**config.mk**
```make
export PLATFORM = sky130hd
export DESIGN_NAME = fp_align_seq_flat
export DESIGN_NICKNAME = d
export VERILOG_FILES = /design/src/rtl/fp_align_seq_if.sv /design/src/rtl/fp_align_seq.sv /design/src/flat_wrapper.sv
export SDC_FILE = /design/constraint.sdc
export NUM_CORES = 1
export LEC_CHECK = 0
export CELL_PAD_IN_SITES_DETAIL_PLACEMENT = 1
export CELL_PAD_IN_SITES_GLOBAL_PLACEMENT = 2
export CORE_UTILIZATION = 30
export DETAILED_ROUTE_END_ITERATION = 16
export GPL_ROUTABILITY_DRIVEN = 0
export GPL_TIMING_DRIVEN = 1
export HOLD_SLACK_MARGIN = 0.05
export PLACE_DENSITY_LB_ADDON = 0.1
export SLEW_MARGIN = 30
export SYNTH_ARGS = -nofsm -noshare
export SYNTH_HDL_FRONTEND = slang
export SYNTH_SLANG_ARGS = --single-unit
```
**constraint.sdc**
```tcl
create_clock -name clk -period 6.2 [get_ports clk]
set_clock_uncertainty 0.2 [all_clocks]
set_input_delay 1.24 -clock clk [delete_from_list [all_inputs] [get_ports clk]]
set_output_delay 1.24 -clock clk [all_outputs]
set_load 0.005 [all_outputs]
```
**src/rtl/fp_align_seq_if.sv**
```systemverilog
// -----------------------------------------------------------------------------
// fp_align_seq_if
//   Bundle of the operand/result handshake and data signals of fp_align_seq.
//
//   Handshake semantics (both channels): a transfer happens on a rising clock
//   edge where valid and ready are both high. The producer raises valid and
//   keeps its payload stable until that edge; ready may be high or low freely.
//   Input channel : in_valid / in_ready, payload a, b.
//   Output channel: out_valid / out_ready, payload aligned_result, carry_out,
//                   exponent_out, aligned_sign, sign_a, sign_b and class flags.
//
//   Modports
//     master : upstream/downstream side (drives operands and out_ready)
//     slave  : the alignment stage itself
//   fsm_state is a debug view of the controller state (IDLE=0, SETUP=1,
//   SHIFT=2, ADD=3, HOLD=4).
// -----------------------------------------------------------------------------
interface fp_align_seq_if;
  logic        in_valid;
  logic        in_ready;
  logic [31:0] a;
  logic [31:0] b;
  logic        out_valid;
  logic        out_ready;
  logic [31:0] aligned_result;
  logic        carry_out;
  logic [7:0]  exponent_out;
  logic        aligned_sign;
  logic        sign_a;
  logic        sign_b;
  logic        a_nan;
  logic        b_nan;
  logic        a_inf;
  logic        b_inf;
  logic        a_zero;
  logic        b_zero;
  logic [2:0]  fsm_state;

  modport master (
    output in_valid, a, b, out_ready,
    input  in_ready, out_valid, aligned_result, carry_out, exponent_out,
           aligned_sign, sign_a, sign_b, a_nan, b_nan, a_inf, b_inf,
           a_zero, b_zero, fsm_state
  );

  modport slave (
    input  in_valid, a, b, out_ready,
    output in_ready, out_valid, aligned_result, carry_out, exponent_out,
           aligned_sign, sign_a, sign_b, a_nan, b_nan, a_inf, b_inf,
           a_zero, b_zero, fsm_state
  );
endinterface

```
**src/rtl/fp_align_seq.sv**
```systemverilog
// -----------------------------------------------------------------------------
// fp_align_seq
//   Iterative alignment / add stage of the FP32 adder, placed directly in
//   front of the normalize stage. One operand pair is accepted at a time,
//   classified (NaN / inf / zero), the smaller mantissa is right-shifted up to
//   SHIFT_STEP bits per cycle with sticky collection, and the aligned
//   mantissas are added or subtracted. The result is presented as
//   {carry_out, aligned_result} with the hidden-bit position at bit 31.
//
//   Parameters
//     SHIFT_STEP : maximum right-shift per SHIFT cycle (1..16)
//
//   Ports
//     clk   : rising-edge clock
//     reset : asynchronous, active-high; returns to IDLE and clears all data
//     bus   : fp_align_seq_if.slave (operand input channel, result output
//             channel, class flags, debug state)
//
//   Flow: IDLE -> SETUP -> SHIFT* -> ADD -> HOLD -> IDLE
//   Special operands (any NaN/inf/zero) skip straight from SETUP to HOLD with
//   zeroed arithmetic outputs. All outputs come from registers.
// -----------------------------------------------------------------------------
module fp_align_seq #(
  parameter int SHIFT_STEP = 4
) (
  input  logic           clk,
  input  logic           reset,
  fp_align_seq_if.slave  bus
);

  localparam logic [7:0] STEP = 8'(SHIFT_STEP);

  typedef enum logic [2:0] {
    IDLE  = 3'd0,
    SETUP = 3'd1,
    SHIFT = 3'd2,
    ADD   = 3'd3,
    HOLD  = 3'd4
  } state_t;

  state_t state;
  state_t state_n;

  // Captured operands
  logic [31:0] a_q;
  logic [31:0] b_q;

  // Working registers for alignment
  logic [31:0] large_m;
  logic [31:0] small_m;
  logic [7:0]  diff_q;
  logic [7:0]  exp_large;
  logic        sign_large;

  // Output registers
  logic [31:0] res_q;
  logic        carry_q;
  logic [7:0]  exp_out_q;
  logic        sign_out_q;
  logic        sign_a_q;
  logic        sign_b_q;
  logic        a_nan_q;
  logic        b_nan_q;
  logic        a_inf_q;
  logic        b_inf_q;
  logic        a_zero_q;
  logic        b_zero_q;

  // ---------------------------------------------------------------------------
  // Operand decode (used in SETUP, from the captured operands)
  // ---------------------------------------------------------------------------
  logic [7:0]  ea;
  logic [7:0]  eb;
  logic [22:0] fa;
  logic [22:0] fb;
  logic        dec_a_nan;
  logic        dec_b_nan;
  logic        dec_a_inf;
  logic        dec_b_inf;
  logic        dec_a_zero;
  logic        dec_b_zero;
  logic        dec_special;
  logic [7:0]  eff_ea;
  logic [7:0]  eff_eb;
  logic [31:0] mant_a;
  logic [31:0] mant_b;
  logic        a_is_large;
  logic [31:0] dec_large_m;
  logic [31:0] dec_small_m;
  logic [7:0]  dec_exp_large;
  logic [7:0]  dec_diff;
  logic        dec_sign_large;

  always_comb begin
    ea         = a_q[30:23];
    eb         = b_q[30:23];
    fa         = a_q[22:0];
    fb         = b_q[22:0];
    dec_a_nan  = (ea == 8'hFF) && (fa != 23'd0);
    dec_b_nan  = (eb == 8'hFF) && (fb != 23'd0);
    dec_a_inf  = (ea == 8'hFF) && (fa == 23'd0);
    dec_b_inf  = (eb == 8'hFF) && (fb == 23'd0);
    dec_a_zero = (ea == 8'h00) && (fa == 23'd0);
    dec_b_zero = (eb == 8'h00) && (fb == 23'd0);
    dec_special = dec_a_nan | dec_b_nan | dec_a_inf | dec_b_inf |
                  dec_a_zero | dec_b_zero;

    // Subnormals have no hidden bit but sit at effective exponent 1.
    eff_ea = (ea == 8'h00) ? 8'd1 : ea;
    eff_eb = (eb == 8'h00) ? 8'd1 : eb;
    mant_a = {(ea != 8'h00), fa, 8'h00};
    mant_b = {(eb != 8'h00), fb, 8'h00};

    // Ties in both exponent and mantissa resolve to A.
    a_is_large = (eff_ea > eff_eb) ||
                 ((eff_ea == eff_eb) && (mant_a >= mant_b));

    if (a_is_large) begin
      dec_large_m    = mant_a;
      dec_small_m    = mant_b;
      dec_exp_large  = eff_ea;
      dec_diff       = eff_ea - eff_eb;
      dec_sign_large = a_q[31];
    end else begin
      dec_large_m    = mant_b;
      dec_small_m    = mant_a;
      dec_exp_large  = eff_eb;
      dec_diff       = eff_eb - eff_ea;
      dec_sign_large = b_q[31];
    end
  end

  // ---------------------------------------------------------------------------
  // One shift step with sticky collection
  // ---------------------------------------------------------------------------
  logic [7:0]  step_amt;
  logic [31:0] lost_mask;
  logic [31:0] sh_small;
  logic [7:0]  sh_diff;

  always_comb begin
    step_amt  = 8'd0;
    lost_mask = 32'd0;
    sh_small  = small_m;
    sh_diff   = diff_q;
    if (diff_q >= 8'd32) begin
      // Everything falls off the end: only the sticky bit survives.
      sh_small = (small_m != 32'd0) ? 32'h1 : 32'h0;
      sh_diff  = 8'd0;
    end else begin
      step_amt  = (diff_q < STEP) ? diff_q : STEP;
      lost_mask = (32'h1 << step_amt) - 32'h1;
      // Bits shifted out are folded into bit 0 so later steps keep the sticky.
      sh_small  = (small_m >> step_amt) |
                  {31'd0, (small_m & lost_mask) != 32'd0};
      sh_diff   = diff_q - step_amt;
    end
  end

  // ---------------------------------------------------------------------------
  // Add / subtract of aligned mantissas
  // ---------------------------------------------------------------------------
  logic        eff_sub;
  logic [32:0] sum33;
  logic [31:0] sub32;

  always_comb begin
    eff_sub = sign_a_q ^ sign_b_q;
    sum33   = {1'b0, large_m} + {1'b0, small_m};
    // large_m >= small_m after alignment, so this never wraps.
    sub32   = large_m - small_m;
  end

  // ---------------------------------------------------------------------------
  // FSM: state register
  // ---------------------------------------------------------------------------
  always_ff @(posedge clk or posedge reset) begin
    if (reset) begin
      state <= IDLE;
    end else begin
      state <= state_n;
    end
  end

  // ---------------------------------------------------------------------------
  // FSM: next-state logic
  // ---------------------------------------------------------------------------
  always_comb begin
    state_n = state;
    case (state)
      IDLE: begin
        if (bus.in_valid) state_n = SETUP;
      end
      SETUP: begin
        if (dec_special)           state_n = HOLD;
        else if (dec_diff == 8'd0) state_n = ADD;
        else                       state_n = SHIFT;
      end
      SHIFT: begin
        if (sh_diff == 8'd0) state_n = ADD;
      end
      ADD: begin
        state_n = HOLD;
      end
      HOLD: begin
        if (bus.out_ready) state_n = IDLE;
      end
      default: state_n = IDLE;
    endcase
  end

  // ---------------------------------------------------------------------------
  // FSM: outputs decoded from the state register
  // ---------------------------------------------------------------------------
  always_comb begin
    bus.in_ready  = (state == IDLE);
    bus.out_valid = (state == HOLD);
    bus.fsm_state = state;
  end

  // ---------------------------------------------------------------------------
  // Datapath registers
  // ---------------------------------------------------------------------------
  always_ff @(posedge clk or posedge reset) begin
    if (reset) begin
      a_q        <= 32'd0;
      b_q        <= 32'd0;
      large_m    <= 32'd0;
      small_m    <= 32'd0;
      diff_q     <= 8'd0;
      exp_large  <= 8'd0;
      sign_large <= 1'b0;
      res_q      <= 32'd0;
      carry_q    <= 1'b0;
      exp_out_q  <= 8'd0;
      sign_out_q <= 1'b0;
      sign_a_q   <= 1'b0;
      sign_b_q   <= 1'b0;
      a_nan_q    <= 1'b0;
      b_nan_q    <= 1'b0;
      a_inf_q    <= 1'b0;
      b_inf_q    <= 1'b0;
      a_zero_q   <= 1'b0;
      b_zero_q   <= 1'b0;
    end else begin
      case (state)
        IDLE: begin
          if (bus.in_valid) begin
            a_q <= bus.a;
            b_q <= bus.b;
          end
        end
        SETUP: begin
          sign_a_q <= a_q[31];
          sign_b_q <= b_q[31];
          a_nan_q  <= dec_a_nan;
          b_nan_q  <= dec_b_nan;
          a_inf_q  <= dec_a_inf;
          b_inf_q  <= dec_b_inf;
          a_zero_q <= dec_a_zero;
          b_zero_q <= dec_b_zero;
          if (dec_special) begin
            // Special operands are resolved downstream from the flags.
            res_q      <= 32'd0;
            carry_q    <= 1'b0;
            exp_out_q  <= 8'd0;
            sign_out_q <= 1'b0;
          end else begin
            large_m    <= dec_large_m;
            small_m    <= dec_small_m;
            exp_large  <= dec_exp_large;
            diff_q     <= dec_diff;
            sign_large <= dec_sign_large;
          end
        end
        SHIFT: begin
          small_m <= sh_small;
          diff_q  <= sh_diff;
        end
        ADD: begin
          exp_out_q <= exp_large;
          if (eff_sub) begin
            res_q      <= sub32;
            carry_q    <= 1'b0;
            // Exact cancellation yields +0.
            sign_out_q <= (sub32 == 32'd0) ? 1'b0 : sign_large;
          end else begin
            res_q      <= sum33[31:0];
            carry_q    <= sum33[32];
            sign_out_q <= sign_large;
          end
        end
        default: begin
        end
      endcase
    end
  end

  assign bus.aligned_result = res_q;
  assign bus.carry_out      = carry_q;
  assign bus.exponent_out   = exp_out_q;
  assign bus.aligned_sign   = sign_out_q;
  assign bus.sign_a         = sign_a_q;
  assign bus.sign_b         = sign_b_q;
  assign bus.a_nan          = a_nan_q;
  assign bus.b_nan          = b_nan_q;
  assign bus.a_inf          = a_inf_q;
  assign bus.b_inf          = b_inf_q;
  assign bus.a_zero         = a_zero_q;
  assign bus.b_zero         = b_zero_q;

endmodule

```
**src/flat_wrapper.sv**
```systemverilog
// flat-port wrapper written by rule: the top's interface ports become plain ports
module fp_align_seq_flat 
#(
  parameter int SHIFT_STEP = 4
)
  (clk, reset, bus_in_valid, bus_a, bus_b, bus_out_ready, bus_in_ready, bus_out_valid, bus_aligned_result, bus_carry_out, bus_exponent_out, bus_aligned_sign, bus_sign_a, bus_sign_b, bus_a_nan, bus_b_nan, bus_a_inf, bus_b_inf, bus_a_zero, bus_b_zero, bus_fsm_state);
  fp_align_seq_if bus_i ();
  input  logic clk;
  input  logic reset;
  input wire logic [$bits(bus_i.in_valid)-1:0] bus_in_valid;
  input wire logic [$bits(bus_i.a)-1:0] bus_a;
  input wire logic [$bits(bus_i.b)-1:0] bus_b;
  input wire logic [$bits(bus_i.out_ready)-1:0] bus_out_ready;
  output wire logic [$bits(bus_i.in_ready)-1:0] bus_in_ready;
  output wire logic [$bits(bus_i.out_valid)-1:0] bus_out_valid;
  output wire logic [$bits(bus_i.aligned_result)-1:0] bus_aligned_result;
  output wire logic [$bits(bus_i.carry_out)-1:0] bus_carry_out;
  output wire logic [$bits(bus_i.exponent_out)-1:0] bus_exponent_out;
  output wire logic [$bits(bus_i.aligned_sign)-1:0] bus_aligned_sign;
  output wire logic [$bits(bus_i.sign_a)-1:0] bus_sign_a;
  output wire logic [$bits(bus_i.sign_b)-1:0] bus_sign_b;
  output wire logic [$bits(bus_i.a_nan)-1:0] bus_a_nan;
  output wire logic [$bits(bus_i.b_nan)-1:0] bus_b_nan;
  output wire logic [$bits(bus_i.a_inf)-1:0] bus_a_inf;
  output wire logic [$bits(bus_i.b_inf)-1:0] bus_b_inf;
  output wire logic [$bits(bus_i.a_zero)-1:0] bus_a_zero;
  output wire logic [$bits(bus_i.b_zero)-1:0] bus_b_zero;
  output wire logic [$bits(bus_i.fsm_state)-1:0] bus_fsm_state;
  assign bus_i.in_valid = bus_in_valid;
  assign bus_i.a = bus_a;
  assign bus_i.b = bus_b;
  assign bus_i.out_ready = bus_out_ready;
  assign bus_in_ready = bus_i.in_ready;
  assign bus_out_valid = bus_i.out_valid;
  assign bus_aligned_result = bus_i.aligned_result;
  assign bus_carry_out = bus_i.carry_out;
  assign bus_exponent_out = bus_i.exponent_out;
  assign bus_aligned_sign = bus_i.aligned_sign;
  assign bus_sign_a = bus_i.sign_a;
  assign bus_sign_b = bus_i.sign_b;
  assign bus_a_nan = bus_i.a_nan;
  assign bus_b_nan = bus_i.b_nan;
  assign bus_a_inf = bus_i.a_inf;
  assign bus_b_inf = bus_i.b_inf;
  assign bus_a_zero = bus_i.a_zero;
  assign bus_b_zero = bus_i.b_zero;
  assign bus_fsm_state = bus_i.fsm_state;
  fp_align_seq #(.SHIFT_STEP(SHIFT_STEP)) u_core (.clk(clk), .reset(reset), .bus(bus_i));
endmodule
```
---- Word level (Yosys, flattened, before mapping) ----
Index checks and enable logic that the tools add are counted.
cells by class
  order comparisons ....................... 4
  equality and inequality tests ........... 12
  add/sub/neg operators ................... 6
  reduce and logical (&&, ||, !) cells .... 29
  bitwise gates (word level) .............. 9
  shift-type cells ........................ 2
  muxes and demuxes ....................... 32
operator list
  kind                   number
  $mux 32                6
  $pmux 32 s2            2
  $mux 8                 8
  $reduce_bool 32->1     2
  $logic_not 23->1       2
  $reduce_bool 23->1     2
  $add 32x32->33         1
  $and 32x32->32         1
  $ge 32x32->1           1
  $logic_not 32->1       1
  $logic_not 8->1        4
  $or 32x1->32           1
  $pmux 8 s2             2
  $shl 1x8->32 const A   1
  $shr 32x8->32          1
  $sub 32x1->32 const B  1
  $sub 32x32->32         1
  $sub 8x8->8            3
  $eq 8x8->1 const B     2
  $reduce_bool 8->1      2
  $pmux 3 s5             1
  $mux 3                 4
  $eq 8x8->1             1
  $ge 8x6->1 const B     1
  other kinds (18)       43
word-level totals
  word-level logic and storage cells ...... 114
  flip-flop bits (word level) ............. 198
  bits of input ports ..................... 68

---- Logic depth before layout (Yosys ltp) ----
  depth in word-level cells ............... 10
  depth in mapped cells ................... 18
  gate-level depth less buffers ........... 16

---- Worst setup path after synthesis ----
No wires, ideal clock.
  path kind ............................... register to register
  from .................................... register u_core.a_q[27]
  to ...................................... register u_core.state[0] (netlist: u_core.bus.fsm_state[0])
  setup slack ............................. 2.737 ns
  buffers on the path ..................... 1
  data arrival time ....................... 3.196 ns
  stages on the path, launching flop included .. 17
  clock period less this slack ............ 3.463 ns
  path through ............................ dfrtp_1 -> nor4_1 -> nand4_1 -> nand2b_1 -> inv_1 -> ha_1 -> fa_1 -> nor2b_1 -> o21ai_0 -> nand2b_1 -> a211oi_1 -> o21a_1 -> clkbuf_1 -> or4_1 -> nand3_1 -> and4_1 -> a41o_1
between the ends
  cells in the longest elaborated chain, start to end .. 10
  elaborated cells between the ends (all ways) .. 24
ends and longest elaborated chain
  element                                               line                 RTL
  start, declared                                       fp_align_seq.sv:45   logic [31:0] a_q;
  start signal, assigned                                fp_align_seq.sv:249  a_q <= bus.a;
  branches (longest 8 deep; another with $ge 32x32->1)  --
  $mux 3 (*)                                            fp_align_seq.sv:195  if (dec_special) state_n = HOLD;
  $pmux 3 s5 (*)                                        fp_align_seq.sv:190  case (state)
  end signal, assigned                                  fp_align_seq.sv:181  state <= state_n;
  end, declared                                         fp_align_seq.sv:41   state_t state;
Every way passes the cells marked *.
A chain may end at the register's enable or synchronous reset.

---- Worst setup path after layout ----
  from .................................... register u_core.b_q[27]
  to ...................................... register u_core.small_m[8]
between the ends
  cells in the longest elaborated chain, start to end .. 9
  elaborated cells between the ends (all ways) .. 22
ends and longest elaborated chain
  element                                               line                 RTL
  start, declared                                       fp_align_seq.sv:46   logic [31:0] b_q;
  start signal, assigned                                fp_align_seq.sv:250  b_q <= bus.b;
  branches (longest 9 deep; another with $ge 32x32->1)  --
  end signal, assigned                                  fp_align_seq.sv:270  small_m <= dec_small_m;
  end signal, assigned                                  fp_align_seq.sv:277  small_m <= sh_small;
  end, declared                                         fp_align_seq.sv:50   logic [31:0] small_m;
Several ways; the timed one is not identified. The select of a mux whose other input is x is not followed.

==> results by group <==
Yosys
  – Count leader, synth: dfrtp_1
  – Area contributors post-synth: dfrtp_1, ha_1, o21ai_0
  – Seq cells post-synth: 190
  – Post-synth EDFFs: 0
  – Synth cell types: 82
  – Synthesized area per cell: 8.59 um^2
  – Synth Flop Type: dfrtp_1
  – Sequential area share after synthesis: approximately a third
  – Async SR Flop Fraction: 100%
  – Synth top area share: 34.5%
  – Most instantiated cells after synthesis: dfrtp_1, o21ai_0, nand2_1
  – Syn Inst Count: 1606
  – Yosys warns: 0
  – Largest area contributor in the netlist: dfrtp_1
  – Mapped cell area: 13800 um^2
  – Syn Nets: 1767

Global routing
  – Vias in the first global route: 12610
  – Initial antenna violation count: 0
  – GRT overflow: 0
  – Largest net degree at the start of global routing: 122
  – Total track usage: a little over a fifth
  – First-pass GRT wire length: 77000 um

Timing
  – Final setup TNS: 0 ns
  – RSZ-0062 raised after global routing: false
  – Maximum clock frequency: 236 MHz
  – Final-report hold violation count: 0
  – # setup viols final: 0
  – Period minus WS final: 4.23 ns
  – Final worst-path cycle share: between 60% and 70%
  – Pin slew with the least headroom to its limit: a little over 0.8 ns
  – Final slew viol count: 0
  – Max_slew headroom: roughly 45%

Clock tree
  – Post-CTS sizing: 0
  – Clock buffer depth: 2
  – Post-CTS Setup Inserts: 0
  – Clock Tree Root: clkbuf_16
  – Cts bufs inserted: 17
  – CTS tree: built
  – Hold buffers post-CTS: 0
  – CTS Sinks: 190
  – H-tree depth: 4
  – Clk slew on worst S/H paths: about 0.080 ns
  – Clock latency on the worst-skew pair: 0.51 ns

Floorplan
  – Site row count: 78
  – Core area: between 40000 and 50000 um^2
  – Die height: 216 um
  – Ports: around 120
  – Die width: 216 um
  – Initial Util: 30.4%
  – Full die area: 46900 um^2

Placed design
  – Buffers on Ports: 122
  – HPWL after DPL: 37500 um

Min path
  – Worst hold path class: reg2reg

Detailed routing
  – Final WL: 49000 um
  – Via count: approximately 12000
  – First-pass DRT Iterations: 5
  – Post-route ant nets: 0
  – Remaining DRCs: 0
  – Drt via density: between 5 and 6
  – WL/cell: 21.7 um
  – DRT iter0 DRCs: 638

Worst setup path
  – Setup CP Type: reg2reg
  – Worst path required time: approximately 6.4 ns
  – Crit path launch type: flip-flop
  – Data arrival, critical path: 4.40 ns
  – Max FO, Critical Path: 28
  – CP endpoint kind: flip-flop

Cells and area
  – Fin util: 35.4%
  – Layout cell share with drive strength beyond 1: 7.85%
  – Diodes inserted: 0
  – Area Growth Syn to Fin: 16.4%
  – Nets: approximately 1800

Job
  – Max Cap Violations: 0

Outcome
  – Status: complete, no violations
worst paths after layout:
path	endpoint	cells after the start	start	slack, ns
max	u_core.small_m[8]	17	u_core.b_q[27]	1.97
min	u_core.bus.aligned_result[28]	2	u_core.bus.aligned_result[28]	0.28
max reg2reg	u_core.small_m[8]	17	u_core.b_q[27]	1.97
min reg2reg	u_core.bus.aligned_result[28]	2	u_core.bus.aligned_result[28]	0.28
max in group asynchronous	u_core.bus.aligned_result[7]	3	reset	4.12
min in group asynchronous	u_core.b_q[4]	3	reset	1.09
routing by layer:
metal | track usage [%] | part of all wire [%] | vias up
li1 | - | - | 5873
met1 | 31.0 | 50 | 6150
met2 | 32.5 | 44 | 226
met3 | 3.58 | 3.4 | 45
met4 | 6.83 | 2.2 | 0
met5 | 0 | 0 | -
area by class of cell:
class	instances	area (um^2)
Inverter	98	372
Clock inverter	11	125
Timing Repair Buffer	138	1360
Tap cell	600	751
Sequential cell	190	4750
Clock buffer	21	460
Fill cell	5273	29300
Multi-Input combinational cell	1198	8250
state kept, by name (all words and copies together) (netlist names), 3 cells and up:
name                       count
u_core.a_q                    32
u_core.bus.fsm_state           3
u_core.diff_q                  8
u_core.bus.exponent_out        8
u_core.b_q                    32
u_core.exp_large               8
u_core.large_m                24
u_core.small_m                32
u_core.bus.aligned_result     32
metrics by stage:
stage | instance area [um^2] | instances | setup slack (ns) | hold slack (ns)
after floorplan | 13800 | 1606 | 2.31 | 0.251
after global placement | 15500 | 2224 | 1.85 | 0.260
after detailed placement | 15500 | 2224 | 1.70 | 0.270
after CTS | 16100 | 2256 | 1.68 | 0.287
after global routing | 16100 | 2256 | 1.65 | 0.301
final | 16100 | 2256 | 1.97 | 0.277
critical path, stage by stage (launching register included):
cell and delay (ns):
dfrtp_1 0.43, nor4_1 0.43, nand2_1 0.13, inv_1 0.14, nor2_1 0.09, inv_1 0.07, ha_1 0.18, fa_1 0.20
nor2b_1 0.05, o21ai_0 0.15, nand2b_1 0.13, a211oi_1 0.34, o21a_2 0.56, nor2_2 0.12, buf_4 0.27, mux2i_1 0.29
o221ai_1 0.16, a21boi_0 0.16
cells by family after synthesis:
family                   Yosys count  share of synthesized area [%]
AO/OA/AOI/OAI                    496                           22.4
AND/OR/NAND/NOR                  472                           16.4
buffers and inverters            218                           6.13
flip-flops                       190                           34.5
multiplexers                      96                           9.44
adder cells (fa/ha/maj)           93                           8.59
XOR/XNOR                          39                           2.48
other                              2                         0.0544
cells in the final DEF (no fill, tap or decap), types with 26 or more instances in the layout:
master | Yosys | routed
nor2_1 | 108 | 107
mux2_2 | 32 | 32
nor4_1 | 27 | 27
xnor2_1 | 28 | 27
clkdlybuf4s50_1 | 0 | 122
dfrtp_1 | 190 | 190
nand3_1 | 26 | 26
a21oi_1 | 119 | 119
inv_1 | 97 | 96
o21ai_0 | 167 | 167
nor3_1 | 40 | 40
ha_1 | 90 | 90
mux2i_1 | 39 | 39
nand2_1 | 165 | 164
Power is left out: the tool's default activity adds up to more than one toggle a clock period on the data nets, which glitch-free logic cannot reach.
